--- src/rtl/alu_result_select_pipe_if.sv ---
`default_nettype none
// ============================================================================
// Module      : alu_result_select_pipe_if
// Description : Upstream/downstream handshake bundle for alu_result_select_pipe.
// Revision    : 1.0 - initial release
// ============================================================================
interface alu_result_select_pipe_if #(
    parameter int WIDTH   = 32,
    parameter int NUM_OPS = 9,
    parameter int SEL_W   = 4
);
    logic [NUM_OPS*WIDTH-1:0] in_data;
    logic [SEL_W-1:0]         in_sel;
    logic                     in_valid;
    logic                     in_ready;
    logic [WIDTH-1:0]         out_data;
    logic [SEL_W-1:0]         out_sel;
    logic                     out_err;
    logic                     out_valid;
    logic                     out_ready;
`ifdef ALU_SEL_FLAGS_EN
    logic                     out_zero;
    logic                     out_neg;

    modport master (
        output in_data, in_sel, in_valid, out_ready,
        input  in_ready, out_data, out_sel, out_err, out_valid, out_zero, out_neg
    );
    modport slave (
        input  in_data, in_sel, in_valid, out_ready,
        output in_ready, out_data, out_sel, out_err, out_valid, out_zero, out_neg
    );
`else
    modport master (
        output in_data, in_sel, in_valid, out_ready,
        input  in_ready, out_data, out_sel, out_err, out_valid
    );
    modport slave (
        input  in_data, in_sel, in_valid, out_ready,
        output in_ready, out_data, out_sel, out_err, out_valid
    );
`endif
endinterface
`default_nettype wire

--- src/rtl/alu_result_select_pipe.sv ---
`default_nettype none
// ============================================================================
// Module      : alu_result_select_pipe
// Description : Registered ALU result mux behind a 2-entry skid buffer.
//               Optional zero/neg flags enabled by macro ALU_SEL_FLAGS_EN.
// Revision    : 1.0 - initial release
// ============================================================================
module alu_result_select_pipe #(
    parameter int WIDTH   = 32,
    parameter int NUM_OPS = 9,
    parameter int SEL_W   = 4
) (
    input  logic                      clk,
    input  logic                      rst_n,
    alu_result_select_pipe_if.slave   alu_if
);

    typedef struct packed {
        logic [WIDTH-1:0] data;
        logic [SEL_W-1:0] sel;
        logic             err;
`ifdef ALU_SEL_FLAGS_EN
        logic             zero;
        logic             neg;
`endif
    } beat_t;

    typedef enum logic [1:0] {
        ST_EMPTY = 2'd0,
        ST_ONE   = 2'd1,
        ST_FULL  = 2'd2
    } state_t;

    function automatic beat_t f_reset_beat();
        beat_t b;
        b = '0;
`ifdef ALU_SEL_FLAGS_EN
        b.zero = 1'b1;
`endif
        return b;
    endfunction

    localparam beat_t c_beat_rst = f_reset_beat();

    state_t state_q, state_d;
    beat_t  m_q, m_d;
    beat_t  s_q, s_d;
    beat_t  w_beat;
    logic   w_accept;
    logic   w_emit;

    // Out-of-range selects fall through the loop untouched: data 0, err 1.
    always_comb begin
        w_beat     = '0;
        w_beat.sel = alu_if.in_sel;
        w_beat.err = 1'b1;
        for (int i = 0; i < NUM_OPS; i++) begin
            if (int'(alu_if.in_sel) == i) begin
                w_beat.data = alu_if.in_data[i*WIDTH +: WIDTH];
                w_beat.err  = 1'b0;
            end
        end
`ifdef ALU_SEL_FLAGS_EN
        w_beat.zero = (w_beat.data == '0);
        w_beat.neg  = w_beat.data[WIDTH-1];
`endif
    end

    assign w_accept = alu_if.in_valid  & (state_q != ST_FULL);
    assign w_emit   = alu_if.out_ready & (state_q != ST_EMPTY);

    always_comb begin
        state_d = state_q;
        m_d     = m_q;
        s_d     = s_q;
        case (state_q)
            ST_EMPTY: begin
                if (w_accept) begin
                    m_d     = w_beat;
                    state_d = ST_ONE;
                end
            end
            ST_ONE: begin
                if (w_accept && w_emit) begin
                    m_d = w_beat;
                end else if (w_accept) begin
                    s_d     = w_beat;
                    state_d = ST_FULL;
                end else if (w_emit) begin
                    state_d = ST_EMPTY;
                end
            end
            ST_FULL: begin
                if (w_emit) begin
                    m_d     = s_q;
                    state_d = ST_ONE;
                end
            end
            default: state_d = ST_EMPTY;
        endcase
    end

    always_ff @(posedge clk or negedge rst_n) begin
        if (!rst_n) begin
            state_q <= ST_EMPTY;
            m_q     <= c_beat_rst;
            s_q     <= c_beat_rst;
        end else begin
            state_q <= state_d;
            m_q     <= m_d;
            s_q     <= s_d;
        end
    end

    // Ready depends only on registered state, never on out_ready.
    assign alu_if.in_ready  = (state_q != ST_FULL);
    assign alu_if.out_valid = (state_q != ST_EMPTY);
    assign alu_if.out_data  = m_q.data;
    assign alu_if.out_sel   = m_q.sel;
    assign alu_if.out_err   = m_q.err;
`ifdef ALU_SEL_FLAGS_EN
    assign alu_if.out_zero  = m_q.zero;
    assign alu_if.out_neg   = m_q.neg;
`endif

endmodule
`default_nettype wire
--- src/flat_wrapper.sv ---
// flat-port wrapper written by rule: the top's interface ports become plain ports
module alu_result_select_pipe_flat 
#(
    parameter int WIDTH   = 32,
    parameter int NUM_OPS = 9,
    parameter int SEL_W   = 4
)
  (clk, rst_n, alu_if_in_data, alu_if_in_sel, alu_if_in_valid, alu_if_out_ready, alu_if_in_ready, alu_if_out_data, alu_if_out_sel, alu_if_out_err, alu_if_out_valid);
  alu_result_select_pipe_if #(.WIDTH(WIDTH), .NUM_OPS(NUM_OPS), .SEL_W(SEL_W)) alu_if_i ();
  input  logic clk;
  input  logic rst_n;
  input wire logic [$bits(alu_if_i.in_data)-1:0] alu_if_in_data;
  input wire logic [$bits(alu_if_i.in_sel)-1:0] alu_if_in_sel;
  input wire logic [$bits(alu_if_i.in_valid)-1:0] alu_if_in_valid;
  input wire logic [$bits(alu_if_i.out_ready)-1:0] alu_if_out_ready;
  output wire logic [$bits(alu_if_i.in_ready)-1:0] alu_if_in_ready;
  output wire logic [$bits(alu_if_i.out_data)-1:0] alu_if_out_data;
  output wire logic [$bits(alu_if_i.out_sel)-1:0] alu_if_out_sel;
  output wire logic [$bits(alu_if_i.out_err)-1:0] alu_if_out_err;
  output wire logic [$bits(alu_if_i.out_valid)-1:0] alu_if_out_valid;
  assign alu_if_i.in_data = alu_if_in_data;
  assign alu_if_i.in_sel = alu_if_in_sel;
  assign alu_if_i.in_valid = alu_if_in_valid;
  assign alu_if_i.out_ready = alu_if_out_ready;
  assign alu_if_in_ready = alu_if_i.in_ready;
  assign alu_if_out_data = alu_if_i.out_data;
  assign alu_if_out_sel = alu_if_i.out_sel;
  assign alu_if_out_err = alu_if_i.out_err;
  assign alu_if_out_valid = alu_if_i.out_valid;
  alu_result_select_pipe #(.WIDTH(WIDTH), .NUM_OPS(NUM_OPS), .SEL_W(SEL_W)) u_core (.clk(clk), .rst_n(rst_n), .alu_if(alu_if_i));
endmodule
--- config.mk ---
export PLATFORM = sky130hd
export DESIGN_NAME = alu_result_select_pipe_flat
export DESIGN_NICKNAME = d
export VERILOG_FILES = /design/src/rtl/alu_result_select_pipe_if.sv /design/src/rtl/alu_result_select_pipe.sv /design/src/flat_wrapper.sv
export SDC_FILE = /design/constraint.sdc
export NUM_CORES = 1
export LEC_CHECK = 0
export BUFFER_PORTS_ARGS = -buffer_cell sky130_fd_sc_hd__clkbuf_2
export CORE_AREA = 2 2 131 133
export CTS_BUF_LIST = sky130_fd_sc_hd__clkbuf_2 sky130_fd_sc_hd__clkbuf_4 sky130_fd_sc_hd__clkbuf_8
export CTS_CLUSTER_SIZE = 10
export DETAILED_ROUTE_END_ITERATION = 8
export DIE_AREA = 0 0 133 135
export GPL_TIMING_DRIVEN = 0
export PLACE_DENSITY = 0.69
export SETUP_SLACK_MARGIN = 0.3
export SYNTH_ARGS = -nofsm -noshare
export SYNTH_HDL_FRONTEND = slang
export SYNTH_SLANG_ARGS = --single-unit
--- constraint.sdc ---
create_clock -name clk -period 2.6 [get_ports clk]
set_input_delay 0.26 -clock clk [delete_from_list [all_inputs] [get_ports clk]]
set_output_delay 0.26 -clock clk [all_outputs]
set_load 0.005 [all_outputs]
======== Yosys cells after proc, flatten, opt, wreduce, memory -nomap -nowiden ========
Index checks and enable logic that the tools add are counted.
word-level totals
  register bits after elaboration ......... 76
  bits in latches ......................... 0
  memory bits (writable) .................. 0
  ROM bits ................................ 0
  output and inout bits ................... 39
  memories kept ........................... 0
operators by class
  add/sub/neg operators ................... 0
  $mul .................................... 0
  div/mod/pow operators ................... 0
  $lt $le $gt $ge ......................... 0
  equality and inequality tests ........... 16
  shift operators ......................... 0
  multiplexer cells ....................... 28
  bitwise logic cells ..................... 3
  reductions and logical operators ........ 8
operator list
  operator            count
  $mux 32             9
  $mux 37             3
  $pmux 37 s3         1
  $eq 4x4->1 const B  5
  $mux 2              5
  $mux 1              9
  $eq 4x3->1 const B  2
  $reduce_and 4->1    2
  $ne 2x1->1 const B  3
  $pmux 2 s3          1
  $eq 4x2->1 const B  1
  $logic_not 4->1     1
  $ne 2x2->1 const B  2
  $ne 3x1->1 const B  1
  $reduce_and 3->1    1
  $reduce_bool 3->1   1
  $and 1x1->1         2
  $eq 2x1->1 const B  1
  $eq 2x2->1 const B  1
  $logic_not 2->1     1
  $reduce_bool 2->1   1
  $logic_and 1x1->1   1
  $not 1->1           1

======== Logic depth before layout (Yosys ltp) ========
Gate-level depths: netlist (run 1).
  depth in word-level cells ............... 12
  depth in mapped cells ................... 9
  gate-level depth less buffers ........... 6

======== Worst setup path after synthesis (run 1) ========
No wires, ideal clock.
  path kind ............................... input to register
  start ................................... input port alu_if_in_sel[0]
  end ..................................... register u_core.m_q, in the netlist u_core.alu_if.out_data[27]
  library setup time ...................... 0.137 ns
  arrival ................................. 1.639 ns
  setup slack ............................. 0.824 ns
  stages .................................. 8
  path buffers ............................ 3
  cell sequence ........................... buf_6 or4b_4 buf_6 buf_6 o21ai_0 a31oi_1 a221oi_2 a21oi_1
on the way
  longest elaborated chain between the ends .. 12
  elaborated cells between the ends (all ways) .. 21
  classes of those cells .................. eq/ne (8); mux (12); reduce/logical (1)
ends and longest elaborated chain
  element                     RTL line                                                    source
  start: declaration          flat_wrapper.sv:13                                          input wire logic [$bits(alu_if_i.in_sel)-1:0] alu_if_in_sel;
  $logic_not 4->1             alu_result_select_pipe.sv:58                                if (int'(alu_if.in_sel) == i) begin
  $mux 32 (8 in a row)        alu_result_select_pipe.sv:58
  $mux 32 (*)                 alu_result_select_pipe.sv:58
  $mux 37 (on tied branches)  alu_result_select_pipe.sv:84, alu_result_select_pipe.sv:78
  $pmux 37 s3 (*)             alu_result_select_pipe.sv:76                                case (state_q)
  end signal: assignment      alu_result_select_pipe.sv:106                               m_q <= c_beat_rst;
  end signal: assignment      alu_result_select_pipe.sv:110                               m_q <= m_d;
  end: declaration            alu_result_select_pipe.sv:46                                beat_t m_q, m_d;
Every way passes the cells marked *; elsewhere a longest branch is shown, timed or not. The select of a mux whose other input is x is not followed.
A chain may end at the register's enable or synchronous reset.

======== Worst setup path in the final report (run 1) ========
  start ................................... input port alu_if_in_sel[3]
  end ..................................... register u_core.s_q[9] (netlist name)
on the way
  longest elaborated chain between the ends .. 10
  elaborated cells between the ends (all ways) .. 18
  classes of those cells .................. eq/ne (8); mux (9); reduce/logical (1)
ends and longest elaborated chain
  element                 RTL line                       source
  $logic_not 4->1         alu_result_select_pipe.sv:58
  $mux 32 (8 in a row)    alu_result_select_pipe.sv:58
  $mux 32 (*)             alu_result_select_pipe.sv:58
  end signal: assignment  alu_result_select_pipe.sv:107  s_q <= c_beat_rst;
  end: declaration        alu_result_select_pipe.sv:47   beat_t s_q, s_d;
Every way passes the cells marked *; elsewhere a longest branch is shown, timed or not.

==> results of run 1 <==
==> power by group through the flow <==
stage	clock, mW	sequential (mW)	combinational (mW)
4_1_cts	1.06	1.78	1.64
6_report	1.05	1.79	1.67
3_3_place_gp	0	1.79	1.61
5_1_grt	1.12	1.83	1.83
2_1_floorplan	0	1.77	0.852
3_5_place_dp	0	1.80	1.63
==> synthesized netlist by cell type (24+ instances only) <==
cell | count | area share
a211oi_1 | 24 | 0.030
a21oi_1 | 74 | 0.061
a31oi_1 | 44 | 0.045
clkbuf_1 | 45 | 0.028
dfrtp_1 | 76 | 0.31
nand2_1 | 139 | 0.086
nand2b_1 | 28 | 0.029
nor2_1 | 49 | 0.030
o21ai_0 | 102 | 0.084
o22ai_1 | 41 | 0.042
==> repair_timing <==
item | 4_1_cts | 5_1_grt
hold endpoints to repair | 28 | 0
setup endpoints to repair | 0 | 13
hold buffers | 1 | 0
gates resized for setup | 0 | 5
setup buffers | 0 | 1
==> how the worst min path moves through the flow <==
| stage | start | cells after the start | slack, ns | to |
|---|---|---|---|---|
| after global placement | u_core.s_q[0]$_DFFE_PN0P_ | 2 | 0.46 | u_core.s_q[0]$_DFFE_PN0P_ |
| final | alu_if_out_ready | 2 | 0.13 | u_core.state_q[1]$_DFFE_PN0P_ |
| after global routing | alu_if_out_ready | 2 | 0.16 | u_core.state_q[1]$_DFFE_PN0P_ |
| after floorplan | rst_n | 0 | -0.04 | u_core.alu_if.out_data[0]$_DFFE_PN0P_ |
| after CTS | alu_if_out_ready | 2 | 0.11 | u_core.state_q[1]$_DFFE_PN0P_ |
| after detailed placement | rst_n | 1 | 0.26 | u_core.alu_if.out_sel[3]$_DFFE_PN0P_ |
==> metal layers <==
metal,GRT usage,vias to the layer above,share of wire
met3,0.0751,67,0.10
met5,0,-,0.00026
met4,0.0884,2,0.029
met2,0.519,521,0.46
met1,0.443,3733,0.42
li1,-,3710,-
==> per-stage QoR <==
step                setup slack (ns)  cell area (um^2)   util
CTS                            0.424              8270  0.504
floorplan                      0.824              6050      -
global route                   0.307              8300  0.506
finish                         0.377              8300  0.506
detailed placement            0.0390              8030  0.489
global placement              0.0308              8000  0.487
==> cells by family after synthesis <==
family,Yosys count,share of synthesized area
buffers and inverters,84,0.0663
multiplexers,18,0.0298
AO/OA/AOI/OAI,380,0.402
flip-flops,76,0.314
AND/OR/NAND/NOR,248,0.188
==> registers in the layout (all words and copies together), names as in the netlist <==
| name | cells |
|---|---|
| u_core.alu_if.out_data | 32 |
| u_core.alu_if.out_sel | 4 |
| u_core.alu_if.out_err | 1 |
| u_core.s_q | 37 |
| u_core.state_q | 2 |
==> cell type report <==
class,instances,area share
Timing Repair Buffer,336,0.207
Sequential cell,76,0.229
Clock inverter,7,0.0128
Buffer,81,0.0470
Multi-Input combinational cell,646,0.455
Antenna cell,1,0.000302
Clock buffer,9,0.0149
Inverter,3,0.00136
Tap cell,220,0.0332
==> impl_metrics.csv, run 1 <==
group,metric,value,unit
critical_path,cp-end-kind,"flip-flop",
global_route,grt_first_pass_wirelength,44500,um
logic_synthesis,postSynthCellCount,806,
drt,routed_wl,30200,um
logic_synthesis,syn_avg_cell_area,7.51,um^2
global_route,grt-ovfl-total,0,
floorplan,rows,47,
sta,relSlewSlack,0.412,
critical_path,cp-endpoint,"u_core.s_q[9]$_DFFE_PN0P_",
critical_path,cp.depth,8,
final_layout,area_growth,37.1,%
critical_path,reg2regPathDepth,5,
cts,cts.sinks,76,
final_layout,mostFrequentLayoutCells,"clkbuf_2 (332), nand2_1 (139), o21ai_0 (101), dfrtp_1 (76), a21oi_1 (74)",
cts,clk_pin_slew,0.08,ns
sta,finalCritPeriodShare,0.855,
drt,drtAntennaViolNets,0,
cts,clockBufferDepth,2,
outcome,outcome,"complete, no violations",
cts,cts_tree,"done",
final_layout,multiInputGateArea,3770,um^2
sta,hold_violations,0,
sta,hold_ws,0.132,ns
drt,dr.pass1.iters,8,
critical_path,cp_slowest_cell,"a221oi_1",
sta,fin_skew,0.00773,ns
critical_path,arrival,2.45,ns
logic_synthesis,ys.flop_type,"dfrtp_1",
global_route,grt_pass1_vias,7559,
cts,numCtsBuffers,9,
power,sw_frac_of_total,0.369,
run,drv_cap,0,
critical_path,cp_common_cell,"clkbuf_1",
logic_synthesis,synth_edf_count,0,
sta,slew_violations,0,
critical_path,critical_path.startpoint,"alu_if_in_sel[3]",
critical_path,crit_family,"buffers and inverters",
critical_path,cp_data_required_time,2.82,ns
final_layout,fillers,1680,
power,netSwitchingPower,1.66,mW
logic_synthesis,synth-seq-cells,76,
final_layout,final_common_cell,"clkbuf_2",
cts,htree_levels,3,
drt,drc_errors,0,
final_layout,layout.nets,1449,
global_route,antenna_found_initial,2,
critical_path,crit_type,"input pin to flip-flop",
floorplan,die_w,133,um
global_route,grt_max_degree,49,
global_route,grtUsageTotal,0.325,
sta,rsz0062_at_grt,"no",
cts,clk_latency,0.36,ns
power,total_power,4.50,mW
power,clock_power_share,0.233,
critical_path,start_kind,"input pin",
place,gp_congestion,0.981,
final_layout,regArea,1900,um^2
logic_synthesis,syn_area,6050,um^2
critical_path,critPathMaxStageDelay,0.52,ns
critical_path,worstPathCellList,"clkbuf_2 > buf_2 > nand2b_1 > clkbuf_1 > clkbuf_1 > a211oi_1 > a221oi_1 > o21ai_1",
logic_synthesis,ys.warnings.count,0,
critical_path,crit_fanout,10,
final_layout,drive_gt1_frac,0.352,
cts,cts_root_buffer,"clkbuf_8",
critical_path,rr_endpoint,"u_core.s_q[26]$_DFFE_PN0P_",
final_layout,layoutNonFillerInstCount,1379,
critical_path,reg2reg_slack,0.54,ns
place,dpl.cell_count,1360,
floorplan,start_util,0.369,
logic_synthesis,synth_fp_nets,1102,
drt,vias,8033,
power,power_leakage,3.82,nW
place,hpwl,24600,um
floorplan,die-area,18000,um^2
critical_path,r2r-start,"u_core.state_q[1]$_DFFE_PN0P_",
sta,finalCriticalPeriod,2.22,ns
place,port_buffers,333,
logic_synthesis,yosysSeqAreaShare,0.314,
sta,setup_viol,0,
floorplan,ios,335,
min_path,holdCritPathClass,"input pin to flip-flop",
drt,drtIter0Drc,734,
power,seqPwrFrac,0.397,
sta,finalSetupTns,0,ns
logic_synthesis,async_flop_share,1.00,
drt,viasPerCell,5.83,
floorplan,chipHeight,135,um
drt,wl_per_cell,21.9,um
logic_synthesis,synth_cell_type_count,44,
floorplan,core_area,16400,um^2
power,power.density,543,nW/um^2
sta,fmax,0.450,GHz
critical_path,path_buf_inv,4,
power,p_comb_frac,0.370,
sta,tightest_slew,0.876,ns
power,ir_worst_vdd,0.245,mV
power,p_int,2.84,mW
Note: power is estimated with default switching activity, not from simulation.
==> run 2, diff against run 1 <==
Settings changed: RECOVER_POWER from default to 100.
==> run 2 against run 1 <==
Compared with the run above: the run now ends with max-capacitance violations, max-slew violations left; first-iteration DRC count increased by 5.9%; non-clock buffer count did not move; wire length is essentially flat; global-route usage is the same; total power fell by 1.3%; sequential share of layout area up 0.35 points; clock power about the same; critical path type unchanged; largest cell class unchanged.
==> impl_metrics.csv, run 2 (same netlist as run 1, synthesis figures left out) <==
group,metric,value,unit
cts,cts_tree,"done",
sta,hold_violations,0,
final_layout,mostFrequentLayoutCells,"clkbuf_2 (300), nand2_1 (139), o21ai_0 (111), clkbuf_1 (80), dfrtp_1 (76)",
place,hpwl,24600,um
final_layout,largest_reg_flops,37,
place,gp_congestion,0.981,
power,power.density,544,nW/um^2
outcome,failed_checks,"max-capacitance violations, max-slew violations",
critical_path,crit_type,"input pin to flip-flop",
power,ir_worst_vdd,0.242,mV
drt,vias,8040,
final_layout,regMostFlops,"u_core.s_q",
critical_path,cp-end-kind,"flip-flop",
floorplan,die_w,133,um
sta,rsz0062_at_grt,"no",
min_path,worst_hold_path.endpoint,"u_core.state_q[1]$_DFFE_PN0P_",
floorplan,ios,335,
drt,drc_errors,0,
final_layout,layout.nets,1449,
global_route,grt-ovfl-total,0,
sta,finalCritPeriodShare,0.896,
global_route,antenna_found_initial,2,
drt,wl_met3,3000,um
cts,numCtsBuffers,9,
sta,fmax,0.429,GHz
global_route,grt_first_pass_wirelength,44500,um
final_layout,final_area,8170,um^2
critical_path,r2r-start,"u_core.state_q[1]$_DFFE_PN0P_",
drt,drtAntennaViolNets,0,
sta,setup_viol,0,
drt,top_layer_used,"met5",
drt,drtIter0Drc,777,
critical_path,rr_endpoint,"u_core.s_q[26]$_DFFE_PN0P_",
sta,relSlewSlack,-0.153,
cts,clockBufferDepth,2,
min_path,holdCritStartpoint,"alu_if_out_ready",
critical_path,reg2reg_slack,0.55,ns
final_layout,area_growth,35.0,%
floorplan,core_area,16400,um^2
floorplan,die-area,18000,um^2
cts,clk_pin_slew,0.08,ns
critical_path,cp_data_required_time,2.82,ns
sta,tightest_slew,1.73,ns
min_path,holdCritPathClass,"input pin to flip-flop",
cts,cts_root_buffer,"clkbuf_8",
sta,slew_violations,29,
drt,dr.pass1.iters,5,
drt,routed_wl,30200,um
sta,finalCriticalPeriod,2.33,ns
critical_path,start_kind,"input pin",
drt,wl_per_cell,21.9,um
final_layout,drive_gt1_frac,0.312,
sta,finalSetupTns,0,ns
critical_path,crit_fanout,10,
cts,clk_latency,0.36,ns
critical_path,reg2regPathDepth,5,
floorplan,start_util,0.369,
cts,htree_levels,3,
drt,drt-met1-wl,12600,um
cts,cts.sinks,76,
global_route,grtUsageTotal,0.325,
place,port_buffers,333,
final_layout,final_common_cell,"clkbuf_2",
power,power_leakage,3.68,nW
floorplan,rows,47,
global_route,grt_max_degree,49,
drt,wl_met2,13800,um
min_path,min_delay_path_depth,2,
run,drv_cap,1,
outcome,outcome,"complete, but fails checks",
drt,viasPerCell,5.83,
floorplan,chipHeight,135,um
sta,fin_skew,0.0106,ns
global_route,grt_pass1_vias,7559,
critical_path,arrival,2.55,ns
place,placed_area,8030,um^2
## run 2: changes by cell type in the layout (fill, tap and decap cells not counted), moves of 10 or more
cell,change
o21ai_0,+10
clkbuf_2,-32
a221oi_1,+13
a221oi_2,-13
clkbuf_1,+35
o21ai_1,-10
## run 2: cell type report
cell class / instances / area (um^2)
Inverter: 3 / 11.3
Timing Repair Buffer: 336 / 1670
Multi-Input combinational cell: 646 / 3690
Tap cell: 220 / 275
Clock inverter: 7 / 106
Antenna cell: 1 / 2.50
Sequential cell: 76 / 1900
Buffer: 81 / 389
Fill cell: 1712 / 8240
Clock buffer: 9 / 124
## run 2: critical path: stages
cell	delay [ns]
clkbuf_1	0.12
buf_2	0.24
nand2b_1	0.15
clkbuf_1	0.48
clkbuf_1	0.52
a211oi_1	0.11
a221oi_1	0.53
o21ai_1	0.15
## run 2: report_power, final
part	switching [mW]	internal (mW)
logic	0.935	0.671
registers	0.222	1.56
clock network	0.494	0.557
## run 2: worst max path at each step
stage | to | cells past startpoint | start | slack [ns]
after floorplan | u_core.alu_if.out_data[27]$_DFFE_PN0P_ | 8 | alu_if_in_sel[0] | 0.82
after global placement | u_core.alu_if.out_data[5]$_DFFE_PN0P_ | 8 | alu_if_in_sel[3] | 0.03
after detailed placement | u_core.alu_if.out_data[24]$_DFFE_PN0P_ | 9 | alu_if_in_sel[2] | 0.04
after CTS | u_core.alu_if.out_data[24]$_DFFE_PN0P_ | 9 | alu_if_in_sel[2] | 0.42
after global routing | u_core.alu_if.out_data[29]$_DFFE_PN0P_ | 8 | alu_if_in_sel[3] | 0.16
final | u_core.s_q[10]$_DFFE_PN0P_ | 8 | alu_if_in_sel[3] | 0.27
## run 2: metrics by stage
step / instances / worst slack [ns] / hold slack [ns] / power (mW) / util
after global routing: 1379 / 0.165 / 0.157 / 4.72 / 0.498
final: 1379 / 0.271 / 0.128 / 4.44 / 0.498
after global placement: 1359 / 0.0308 / 0.459 / 3.40 / 0.487
after detailed placement: 1360 / 0.0390 / 0.259 / 3.43 / 0.489
after floorplan: 806 / 0.824 / -0.0356 / 2.62 / -
after CTS: 1377 / 0.424 / 0.112 / 4.47 / 0.504
## run 2: timing repair
| item | in CTS | in global routing |
|---|---|---|
| buffers inserted | 0 | 1 |
| hold buffers | 1 | 0 |
| endpoints found under the setup margin | 0 | 13 |
| hold endpoints to repair | 28 | 0 |
| gates resized for setup | 0 | 5 |
## run 2: metal layers
metal	up-vias	global-route usage
met5	-	0
met4	2	0.0884
met2	504	0.519
li1	3707	-
met1	3763	0.443
met3	64	0.0751
==> run 3, diff against run 2 <==
Settings changed: BUFFER_PORTS_ARGS -buffer_cell sky130_fd_sc_hd__clkbuf_2 to default, CORE_AREA 2 2 131 133 to 2 2 129 131, DIE_AREA 0 0 133 135 to 0 0 131 133, DONT_BUFFER_PORTS from default to 1, PLACE_DENSITY 0.69 to 0.53.
==> run 3 against run 2 <==
Compared with the run above: the run now ends clean; core utilization down 9.6 points; maximum frequency shrank 1.7%; combinational power shrank 27%; via count is 14% lower; final area decreased by 20%; critical path type unchanged; highest routed layer unchanged.
==> impl_metrics.csv, run 3 (same netlist as run 1, synthesis figures left out) <==
group,metric,value,unit
critical_path,cp-endpoint,"u_core.s_q[5]$_DFFE_PN0P_",
floorplan,start_util,0.374,
global_route,grt_max_degree,77,
critical_path,crit_type,"input pin to flip-flop",
cts,cts_tree,"done",
power,ir_worst_vdd,0.314,mV
sta,fin_skew,0.00749,ns
critical_path,reg2regPathDepth,6,
drt,drtAntennaViolNets,0,
sta,finalSetupTns,0,ns
drt,vias,6879,
critical_path,critical_path.startpoint,"alu_if_in_sel[0]",
critical_path,arrival,2.57,ns
floorplan,die_w,131,um
critical_path,r2r-start,"u_core.state_q[1]$_DFFE_PN0P_",
place,gp_congestion,1.07,
place,placed_area,6330,um^2
outcome,outcome,"complete, no violations",
critical_path,critPathMaxStageDelay,0.74,ns
cts,numCtsBuffers,9,
critical_path,start_kind,"input pin",
sta,finalCritPeriodShare,0.911,
sta,hold_violations,0,
drt,wl_per_cell,28.0,um
critical_path,rr_endpoint,"u_core.alu_if.out_data[28]$_DFFE_PN0P_",
sta,finalCriticalPeriod,2.37,ns
cts,cts_root_buffer,"clkbuf_8",
critical_path,cp.depth,7,
global_route,grt_first_pass_wirelength,42700,um
final_layout,largest_reg_flops,37,
final_layout,regMostFlops,"u_core.s_q",
sta,setup_viol,0,
cts,cts.sinks,76,
critical_path,cp_slowest_cell,"a221oi_1",
cts,clockBufferDepth,2,
global_route,grt-ovfl-total,0,
floorplan,core_area,16200,um^2
cts,htree_levels,3,
floorplan,rows,47,
sta,slew_violations,0,
critical_path,path_buf_inv,3,
cts,clk_latency,0.36,ns
place,hpwl,23900,um
critical_path,worstPathCellList,"buf_6 > clkbuf_1 > clkbuf_2 > o2bb2ai_1 > o22ai_1 > a221oi_1 > o21ai_0",
critical_path,cp-end-kind,"flip-flop",
floorplan,ios,335,
min_path,holdCritPathClass,"input pin to flip-flop",
global_route,grt_pass1_vias,6579,
final_layout,post-route-util,0.402,
final_layout,drive_gt1_frac,0.0691,
power,total_power,3.84,mW
critical_path,crit_family,"compound AO/OA/AOI/OAI gates",
sta,rsz0062_at_grt,"no",
critical_path,reg2reg_slack,0.40,ns
cts,post_cts_buffers,0,
power,power.density,591,nW/um^2
drt,dr.pass1.iters,7,
global_route,grtUsageTotal,0.330,
sta,fmax,0.422,GHz
floorplan,chipHeight,133,um
final_layout,area_growth,7.34,%
power,power_leakage,2.37,nW
drt,routed_wl,29400,um
drt,viasPerCell,6.55,
final_layout,mostFrequentLayoutCells,"nand2_1 (139), o21ai_0 (109), dfrtp_1 (76), a21oi_1 (74), nor2_1 (49)",
drt,drtIter0Drc,653,
sta,tightest_slew,1.04,ns
critical_path,cp_data_required_time,2.81,ns
cts,clk_pin_slew,0.08,ns
drt,drc_errors,0,
critical_path,crit_fanout,10,
global_route,antenna_found_initial,8,
final_layout,final_common_cell,"nand2_1",
final_layout,final_area,6500,um^2
place,port_buffers,0,
sta,relSlewSlack,0.307,
final_layout,layout.nets,1116,
run,drv_cap,0,
floorplan,die-area,17400,um^2
[run 3: cell count changes in the layout (fill, tap and decap cells not counted), sizes merged]
cell,before,now
bufinv,2,0
inv,6,4
clkinvlp,0,2
dlygate4sd3,1,2
diode,1,6
clkbuf,389,61
buf,36,32
[run 3: how the worst min path moves through the flow]
stage,slack (ns),endpoint,depth (start not counted),start
3_5_place_dp,-0.03,u_core.alu_if.out_data[0]$_DFFE_PN0P_,0,rst_n
5_1_grt,0.06,u_core.s_q[21]$_DFFE_PN0P_,2,alu_if_in_data[272]
3_3_place_gp,-0.03,u_core.alu_if.out_data[3]$_DFFE_PN0P_,0,rst_n
4_1_cts,0.04,u_core.s_q[19]$_DFFE_PN0P_,2,alu_if_in_data[238]
6_report,0.05,u_core.s_q[19]$_DFFE_PN0P_,2,alu_if_in_data[238]
2_1_floorplan,-0.04,u_core.alu_if.out_data[0]$_DFFE_PN0P_,0,rst_n
[run 3: per-layer routing]
layer | GRT usage | routed length (um) | share of wire | vias to the layer above
met2 | 0.535 | 14100 | 0.48 | 394
met4 | 0.0792 | 677 | 0.023 | 6
met1 | 0.446 | 11800 | 0.40 | 3376
met3 | 0.0752 | 2820 | 0.096 | 55
met5 | 0 | 41 | 0.0014 | -
li1 | - | - | - | 3048
[run 3: power by group]
group | switching (mW) | internal [mW]
logic | 0.730 | 0.437
clock network | 0.448 | 0.371
registers | 0.286 | 1.57
total | 1.46 | 2.37
[run 3: final cells by class]
type                            count  area, um^2
Fill cell                        1781        9670
Multi-Input combinational cell    646        3680
Sequential cell                    76        1900
Buffer                             81         388
Tap cell                          220         275
Clock buffer                       11         139
Timing Repair Buffer                3        47.5
Clock inverter                      5        37.5
Antenna cell                        6        15.0
Inverter                            3        11.3
[run 3: through the flow]
| stage | hold WS, ns | setup WS (ns) | instances |
|---|---|---|---|
| final | 0.0547 | 0.231 | 1051 |
| after global routing | 0.0567 | 0.177 | 1050 |
| after CTS | 0.0422 | 0.407 | 1045 |
| after detailed placement | -0.0346 | 0.0929 | 1026 |
| after global placement | -0.0342 | 0.134 | 1026 |
| after floorplan | -0.0356 | 0.824 | 806 |
[run 3: what timing repair did]
item,CTS,global route
hold buffers,3,0
resized for setup,0,3
setup endpoints to repair,0,12
endpoints found under the hold margin,77,0
